File: config.mk
export PLATFORM = sky130hd
export DESIGN_NAME = cpu_cycle_sequencer
export DESIGN_NICKNAME = d
export VERILOG_FILES = /design/src/rtl/cpu_cycle_sequencer.sv
export SDC_FILE = /design/constraint.sdc
export NUM_CORES = 1
export LEC_CHECK = 0
export BUFFER_PORTS_ARGS = -buffer_cell sky130_fd_sc_hd__buf_4
export CORE_MARGIN = 2
export CORE_UTILIZATION = 55
export CTS_BUF_LIST = sky130_fd_sc_hd__clkbuf_4
export DETAILED_ROUTE_END_ITERATION = 10
export PLACE_DENSITY = 0.85
export SLEW_MARGIN = 20
export SYNTH_ARGS = -nofsm -noshare
export SYNTH_HDL_FRONTEND = slang
export SYNTH_SLANG_ARGS = --single-unit
File: constraint.sdc
create_clock -name i_Clk -period 4.1 [get_ports i_Clk]
set_clock_uncertainty 0.2 [all_clocks]
set_input_delay 0.41 -clock i_Clk [delete_from_list [all_inputs] [get_ports i_Clk]]
set_output_delay 0.41 -clock i_Clk [all_outputs]
set_load 0.05 [all_outputs]
File: src/rtl/cpu_cycle_sequencer.sv
// cpu_cycle_sequencer: T-state / M-cycle timing generator for the CPU
// control unit, with HALT/STOP low-power states and IR latch strobe.
//
// Ports:
//   i_Clk, i_Reset      clock, synchronous active-high reset
//   i_Fetch             instruction ends at this M-cycle (OR of decoders)
//   i_Halt, i_Stop      HALT/STOP opcode, qualified by i_Fetch
//   i_Wait              bus stall, freezes all sequencing
//   i_Int_Pending       HALT wake source
//   i_Wake              STOP wake source
//   o_Cycle_Step        one-hot T-state (bit0 = T1)
//   o_Cycle_Count       one-hot M-cycle (bit0 = M1), zero in HALT/STOP
//   o_IR_Latch          one-clock IR load strobe
//   o_Halted, o_Stopped state flags
//   o_Cycle_Error       sticky M-cycle overflow flag
//   o_MCycle_Total      RUN boundary count (CPU_CYCLE_SEQ_PERF_COUNTER_EN)
//
// Build option: define CPU_CYCLE_SEQ_PERF_COUNTER_EN to add o_MCycle_Total.

module cpu_cycle_sequencer #(
  parameter int T_STATES    = 4,
  parameter int MAX_MCYCLES = 8
) (
  input  logic                   i_Clk,
  input  logic                   i_Reset,
  input  logic                   i_Fetch,
  input  logic                   i_Halt,
  input  logic                   i_Stop,
  input  logic                   i_Wait,
  input  logic                   i_Int_Pending,
  input  logic                   i_Wake,
`ifdef CPU_CYCLE_SEQ_PERF_COUNTER_EN
  output logic [31:0]            o_MCycle_Total,
`endif
  output logic [T_STATES-1:0]    o_Cycle_Step,
  output logic [MAX_MCYCLES-1:0] o_Cycle_Count,
  output logic                   o_IR_Latch,
  output logic                   o_Halted,
  output logic                   o_Stopped,
  output logic                   o_Cycle_Error
);

  localparam logic [1:0] S_RUN  = 2'd0;
  localparam logic [1:0] S_HALT = 2'd1;
  localparam logic [1:0] S_STOP = 2'd2;

  localparam logic [T_STATES-1:0] STEP_T1 =
    T_STATES'(1);
  localparam logic [MAX_MCYCLES-1:0] CNT_M1 =
    MAX_MCYCLES'(1);
  localparam logic [MAX_MCYCLES-1:0] CNT_ZERO =
    '0;

  logic [T_STATES-1:0]    r_step;
  logic [MAX_MCYCLES-1:0] r_count;
  logic [1:0]             r_state;
  logic                   r_err;
  // Set on STOP exit: the opcode after STOP must be
  // fetched at the first boundary without decoder help.
  logic                   r_pend;

  logic w_bnd;
  logic w_fetch;
  logic w_go_stop;
  logic w_go_halt;
  logic w_run_ld;
  logic w_halt_ld;
  logic [T_STATES-1:0] w_rot;

  assign w_bnd     = r_step[T_STATES-1] & ~i_Wait;
  assign w_fetch   = i_Fetch | r_pend;
  assign w_go_stop = i_Fetch & i_Stop;
  // A pending interrupt cancels HALT entry outright.
  assign w_go_halt = i_Fetch & i_Halt & ~i_Stop
                   & ~i_Int_Pending;
  assign w_run_ld  = (r_state == S_RUN) & w_fetch
                   & ~w_go_stop & ~w_go_halt;
  assign w_halt_ld = (r_state == S_HALT) & i_Int_Pending;
  assign w_rot     = {r_step[T_STATES-2:0],
                      r_step[T_STATES-1]};

  assign o_IR_Latch = ~i_Reset & w_bnd
                    & (w_run_ld | w_halt_ld);

  always_ff @(posedge i_Clk) begin
    if (i_Reset) begin
      r_step  <= STEP_T1;
      r_count <= CNT_M1;
      r_state <= S_RUN;
      r_err   <= 1'b0;
      r_pend  <= 1'b0;
    end else if (!i_Wait) begin
      case (r_state)
        S_RUN: begin
          r_step <= w_rot;
          if (w_bnd) begin
            if (w_go_stop) begin
              r_state <= S_STOP;
              r_count <= CNT_ZERO;
              r_step  <= STEP_T1;
              r_pend  <= 1'b0;
            end else if (w_go_halt) begin
              r_state <= S_HALT;
              r_count <= CNT_ZERO;
              r_pend  <= 1'b0;
            end else if (w_fetch) begin
              r_count <= CNT_M1;
              r_pend  <= 1'b0;
            end else if (r_count[MAX_MCYCLES-1]) begin
              r_count <= CNT_M1;
              r_err   <= 1'b1;
            end else begin
              r_count <= r_count << 1;
            end
          end
        end
        S_HALT: begin
          r_step <= w_rot;
          if (w_bnd && i_Int_Pending) begin
            r_state <= S_RUN;
            r_count <= CNT_M1;
          end
        end
        S_STOP: begin
          r_step <= STEP_T1;
          if (i_Wake) begin
            r_state <= S_RUN;
            r_count <= CNT_M1;
            r_pend  <= 1'b1;
          end
        end
        default: begin
          r_state <= S_RUN;
          r_step  <= STEP_T1;
          r_count <= CNT_M1;
        end
      endcase
    end
  end

`ifdef CPU_CYCLE_SEQ_PERF_COUNTER_EN
  logic [31:0] r_total;

  always_ff @(posedge i_Clk) begin
    if (i_Reset) begin
      r_total <= 32'd0;
    end else if (w_bnd && r_state == S_RUN) begin
      r_total <= r_total + 32'd1;
    end
  end

  assign o_MCycle_Total = r_total;
`endif

  assign o_Cycle_Step  = r_step;
  assign o_Cycle_Count = r_count;
  assign o_Halted      = (r_state == S_HALT);
  assign o_Stopped     = (r_state == S_STOP);
  assign o_Cycle_Error = r_err;

endmodule

# == Yosys cells after proc, flatten, opt, wreduce, memory -nomap -nowiden ==
# Cells that the tools add are included.
# word_totals
elab_cells,62
regBits,16
out_inout_bits,16
inputBits,8
# classes
bitwise,20
mux,23
reduce_logical,7
n_eq_ne,7
# ops
cell,n
$mux W8,7
$pmux W8 S3,1
$and A1 B1 Y1,11
$mux W2,5
$reduce_and A5 Y1,2
$mux W4,2
$pmux W4 S2,1
$not A1 Y1,7
$reduce_and A7 Y1,1
$pmux W2 S3,1
$mux W1,5
$ne A2 B2 Y1 const B,2
$ne A4 B4 Y1 const B,1
$reduce_and A4 Y1,1
$ne A3 B3 Y1 const B,1
$eq A2 B1 Y1 const B,1
$eq A2 B2 Y1 const B,1
$logic_not A2 Y1,1
$ne A2 B1 Y1 const B,1
$or A1 B1 Y1,2
$pmux W1 S2,1
$reduce_bool A2 Y1,1
$logic_and A1 B1 Y1,1

# == Longest topological paths before layout ==
# depth
depth_word,7
ltp_mapped,6

# == Worst setup path before layout ==
# OpenSTA, ideal clock, no wires.
# synth_path
path_kind,reg2out
startpoint,"register r_step[3], in the netlist o_Cycle_Step[3]"
endpoint,output o_IR_Latch
stages_incl_launch_ff,4
t_arrival_ns,1.707
t_required_ns,3.490
slack_ns,1.783
path_cell_list,dfxtp_1 buf_2 nand3_1 a21oi_1
# synth_between
elab_chain_cells,3
# synth_lines
element,line_no,source
from (decl),54,logic [T_STATES-1:0] r_step;
from (signal assigned),95,r_step <= w_rot;
from (signal assigned),118,r_step <= w_rot;
$and A1 B1 Y1,70,assign w_bnd = r_step[T_STATES-1] & ~i_Wait;
$and A1 B1 Y1,82,assign o_IR_Latch = ~i_Reset & w_bnd
$and A1 B1 Y1,83,& (w_run_ld | w_halt_ld);
to (decl),37,"output logic o_IR_Latch,"
# Every way passes these cells.

# == Worst setup path in the final report ==
# layout_path
startpoint,register r_state[0]
endpoint,output o_IR_Latch
# layout_between
elab_chain_cells,6
elab_cells_between_ends,8
# layout_lines
element,line_no,source
from (decl),56,logic [1:0] r_state;
from (signal assigned),89,r_state <= S_RUN;
from (signal assigned),98,r_state <= S_STOP;
from (signal assigned),103,r_state <= S_HALT;
$logic_not A2 Y1,76,assign w_run_ld = (r_state == S_RUN) & w_fetch
$and A1 B1 Y1,76,
$and A1 B1 Y1 (2 in a row),77,& ~w_go_stop & ~w_go_halt;
$or A1 B1 Y1 *,83,
$and A1 B1 Y1 *,83,
# Mark *: on every way between the ends. The rest lies on a longest branch, timed or not.

==> run_summary.xml <==
<?xml version="1.0" encoding="UTF-8"?>
<metrics>
  <group name="die">
    <metric name="die-width" unit="um">41.6</metric>
    <metric name="placement_rows" unit="">13</metric>
    <metric name="design.die.area" unit="sq um">1730</metric>
    <metric name="chipHeight" unit="um">41.6</metric>
    <metric name="design.portCount" unit="">24</metric>
    <metric name="placeableCoreArea" unit="sq um">1320</metric>
    <metric name="start_util" unit="%">59.2</metric>
  </group>
  <group name="worst_setup_path">
    <metric name="crit_path_end_kind" unit="">output pin</metric>
    <metric name="crit_path_dat" unit="ps">1410</metric>
    <metric name="worst-r2r-setup-slack" unit="ps">2170</metric>
    <metric name="path_max_fanout" unit="">11</metric>
    <metric name="reg2reg_to" unit="">o_Cycle_Count[6]</metric>
    <metric name="timing.critical_path.required" unit="ps">3490</metric>
    <metric name="crit_type" unit="">reg -&gt; out</metric>
    <metric name="ff2ff_path_depth" unit="">4</metric>
    <metric name="worst_setup_path_start_kind" unit="">register</metric>
    <metric name="worst_r2r_startpoint" unit="">r_state[0]</metric>
  </group>
  <group name="routing">
    <metric name="drt.antenna.violating_nets" unit="">0</metric>
    <metric name="drc" unit="">0</metric>
    <metric name="wl_per_cell" unit="um">14.1</metric>
    <metric name="drt-total-wl" unit="mm">1.79</metric>
    <metric name="drt_iter0_markers" unit="">40</metric>
    <metric name="via_per_inst" unit="">6.13</metric>
    <metric name="dr.pass1.iters" unit="">4</metric>
    <metric name="detailroute.via_count" unit="">779</metric>
  </group>
  <group name="sta">
    <metric name="timing.final.max_slew_violations" unit="">0</metric>
    <metric name="setup_viol" unit="">0</metric>
    <metric name="totalNegativeSetupSlack" unit="ps">0</metric>
    <metric name="worst_hold_slack" unit="ps">195</metric>
    <metric name="max_freq" unit="MHz">495</metric>
    <metric name="period_share" unit="%">49.3</metric>
    <metric name="worstMarginPinSlew" unit="ps">532</metric>
    <metric name="layout_min_cycle_time" unit="ps">2020</metric>
    <metric name="hold_viol" unit="">0</metric>
    <metric name="rsz_0062_raised_after_global_routing" unit="">false</metric>
    <metric name="max-slew-margin-rel" unit="%">64.5</metric>
  </group>
  <group name="yosys">
    <metric name="postSynthAreaPerCell" unit="sq um">8.47</metric>
    <metric name="syn-instance-count" unit="">92</metric>
    <metric name="netlist_area" unit="sq um">779</metric>
    <metric name="yosys.area.top_type" unit="">dfxtp_1</metric>
    <metric name="postSynthRegisterBits" unit="">16</metric>
    <metric name="synthesized_nets" unit="">100</metric>
    <metric name="synth-edff-count" unit="">0</metric>
    <metric name="yosysWarnings" unit="">0</metric>
    <metric name="postSynth.topFlopCell" unit="">dfxtp_1</metric>
    <metric name="netlist_cell_types" unit="">34</metric>
    <metric name="synth.top_cells.by_area" unit="">dfxtp_1 41%, a21oi_1 6.4%, o21ai_0 4.5%, nor2_1 4.3%, nand4_1 4.0%</metric>
    <metric name="synth_sequential_area_ratio" unit="%">41.1</metric>
    <metric name="synthArstFlopShare" unit="%">0</metric>
    <metric name="post-synth-top-area-fraction" unit="%">41.1</metric>
  </group>
  <group name="job">
    <metric name="maxCapViolCount" unit="">0</metric>
  </group>
  <group name="power_and_ir_drop">
    <metric name="power_leakage" unit="nW">0.404</metric>
    <metric name="pwr_density" unit="nW/um^2">287</metric>
    <metric name="vdd_ir_drop_max" unit="mV">0.221</metric>
  </group>
  <group name="cts">
    <metric name="ctsResizeCount" unit="">0</metric>
    <metric name="clkSinkCount" unit="">16</metric>
    <metric name="post-cts-setup-buffers" unit="">0</metric>
    <metric name="cts_tree" unit="">yes</metric>
    <metric name="clk_transition_reported_paths" unit="ps">90</metric>
    <metric name="cts_max_level" unit="">1</metric>
    <metric name="clkLatencyLatePin" unit="ps">280</metric>
    <metric name="cts_hold_repair.buffers" unit="">0</metric>
    <metric name="total_cts_buffers" unit="">3</metric>
    <metric name="clockBufferDepth" unit="">2</metric>
    <metric name="clock-root-buffer" unit="">clkbuf_4</metric>
  </group>
  <group name="final_layout">
    <metric name="filler_cell_count" unit="">98</metric>
    <metric name="finish.net_count" unit="">122</metric>
    <metric name="area_delta_synth_final" unit="%">23.3</metric>
    <metric name="final_layout_size_suffix_gt1_share" unit="%">25.9</metric>
    <metric name="antenna_cells" unit="">0</metric>
    <metric name="mostFrequentLayoutCells" unit="">23 x buf_4, 16 x dfxtp_1, 10 x a21oi_1, 9 x nor2_1, 7 x o21ai_0</metric>
    <metric name="layout.core_utilization" unit="%">72.9</metric>
    <metric name="final_area" unit="sq um">961</metric>
    <metric name="layout.cells.most_common" unit="">buf_4</metric>
    <metric name="stdcell_count" unit="">127</metric>
  </group>
  <group name="global_routing">
    <metric name="grt-ovfl-total" unit="">0</metric>
    <metric name="grt_start_max_net_pins" unit="">15</metric>
    <metric name="grt.total_usage" unit="%">22.1</metric>
    <metric name="grt_pass1_wl" unit="mm">3.04</metric>
    <metric name="first_global_vias" unit="">703</metric>
    <metric name="antenna_found_initial" unit="">0</metric>
  </group>
  <group name="placement">
    <metric name="globalplace.congestion" unit="">0.776</metric>
    <metric name="detailed_place_hpwl" unit="mm">1.31</metric>
    <metric name="port-buffer-count" unit="">23</metric>
    <metric name="post-place-cells" unit="">124</metric>
    <metric name="postPlaceCellArea" unit="sq um">938</metric>
  </group>
  <group name="hold_path">
    <metric name="hold_path.startpoint" unit="">i_Reset</metric>
    <metric name="worstHoldEndpoint" unit="">o_Cycle_Count[1]</metric>
    <metric name="whs_path_depth" unit="">2</metric>
    <metric name="holdCritPathClass" unit="">in -&gt; reg</metric>
  </group>
  <group name="run_status">
    <metric name="status" unit="">complete, no violations</metric>
  </group>
</metrics>
==> state kept, by name (all words and copies together), names as in the netlist <==
register       cells
o_Cycle_Count      8
o_Cycle_Error      1
o_Cycle_Step       4
r_pend             1
r_state            2
==> cell usage after synthesis, drive strengths merged, types with 2 or more instances <==
| cell type | n |
|---|---|
| a21oi | 10 |
| a22oi | 3 |
| buf | 4 |
| clkbuf | 2 |
| dfxtp | 16 |
| inv | 2 |
| nand2 | 3 |
| nand2b | 3 |
| nand4 | 5 |
| nor2 | 10 |
| nor2b | 2 |
| nor3 | 5 |
| o211ai | 2 |
| o21ai | 7 |
| o41ai | 2 |
| or2 | 2 |
==> where the power goes <==
part	switching, mW	leakage (nW)	internal (mW)	total, mW
Combinational	0.0236	0.260	0.0130	0.0367
Sequential	0.00213	0.130	0.158	0.160
Clock	0.0449	0.0138	0.0341	0.0790
Total	0.0707	0.404	0.205	0.275
==> through the flow <==
step / total power [mW] / setup WS [ps]
final: 0.275 / 2080
after global routing: 0.285 / 2010
after CTS: 0.280 / 2080
after detailed placement: 0.200 / 2180
after global placement: 0.199 / 2220
after floorplan: 0.186 / 1780
==> layer usage <==
layer,vias up,track usage (%),wire (um)
met2,37,34.1,824
met3,6,3.04,148
li1,379,-,-
met1,357,29.6,781
met5,-,0,0
met4,0,12.3,34
==> how the worst max path moves through the flow <==
stage / startpoint / end / slack [ps] / cells after the start
after floorplan: o_Cycle_Step[3] / o_IR_Latch / 1780 / 3
after global placement: i_Int_Pending / o_Cycle_Count[6] / 2220 / 5
after detailed placement: r_state[0] / o_Cycle_Count[6] / 2180 / 4
after CTS: r_state[0] / o_IR_Latch / 2080 / 4
after global routing: r_state[0] / o_IR_Latch / 2010 / 4
final: r_state[0] / o_IR_Latch / 2080 / 4
==> area by class of cell <==
type,instances,area [sq um],area share [%]
flip-flops and latches,16,320,33.3
well taps,15,18.8,1.95
clock buffers,3,22.5,2.34
inverters,2,7.51,0.781
multi-input cells,68,419,43.6
repair buffers,23,173,18.0
==> logic make-up after synthesis <==
family                 after synthesis  share of synthesized area [%]
multiplexers                         1                           1.28
AO/OA/AOI/OAI                       29                           23.1
flip-flops                          16                           41.1
AND/OR/NAND/NOR                     38                           29.4
buffers and inverters                8                           5.14
==> worst max-delay path, cell delays in order (launching register included) <==
cell	delay [ps]
dfxtp_1	500
or2b_1	300
nand3_1	90
a21oi_1	50
buf_4	190
No activity file was read; power rests on OpenSTA's default activity.
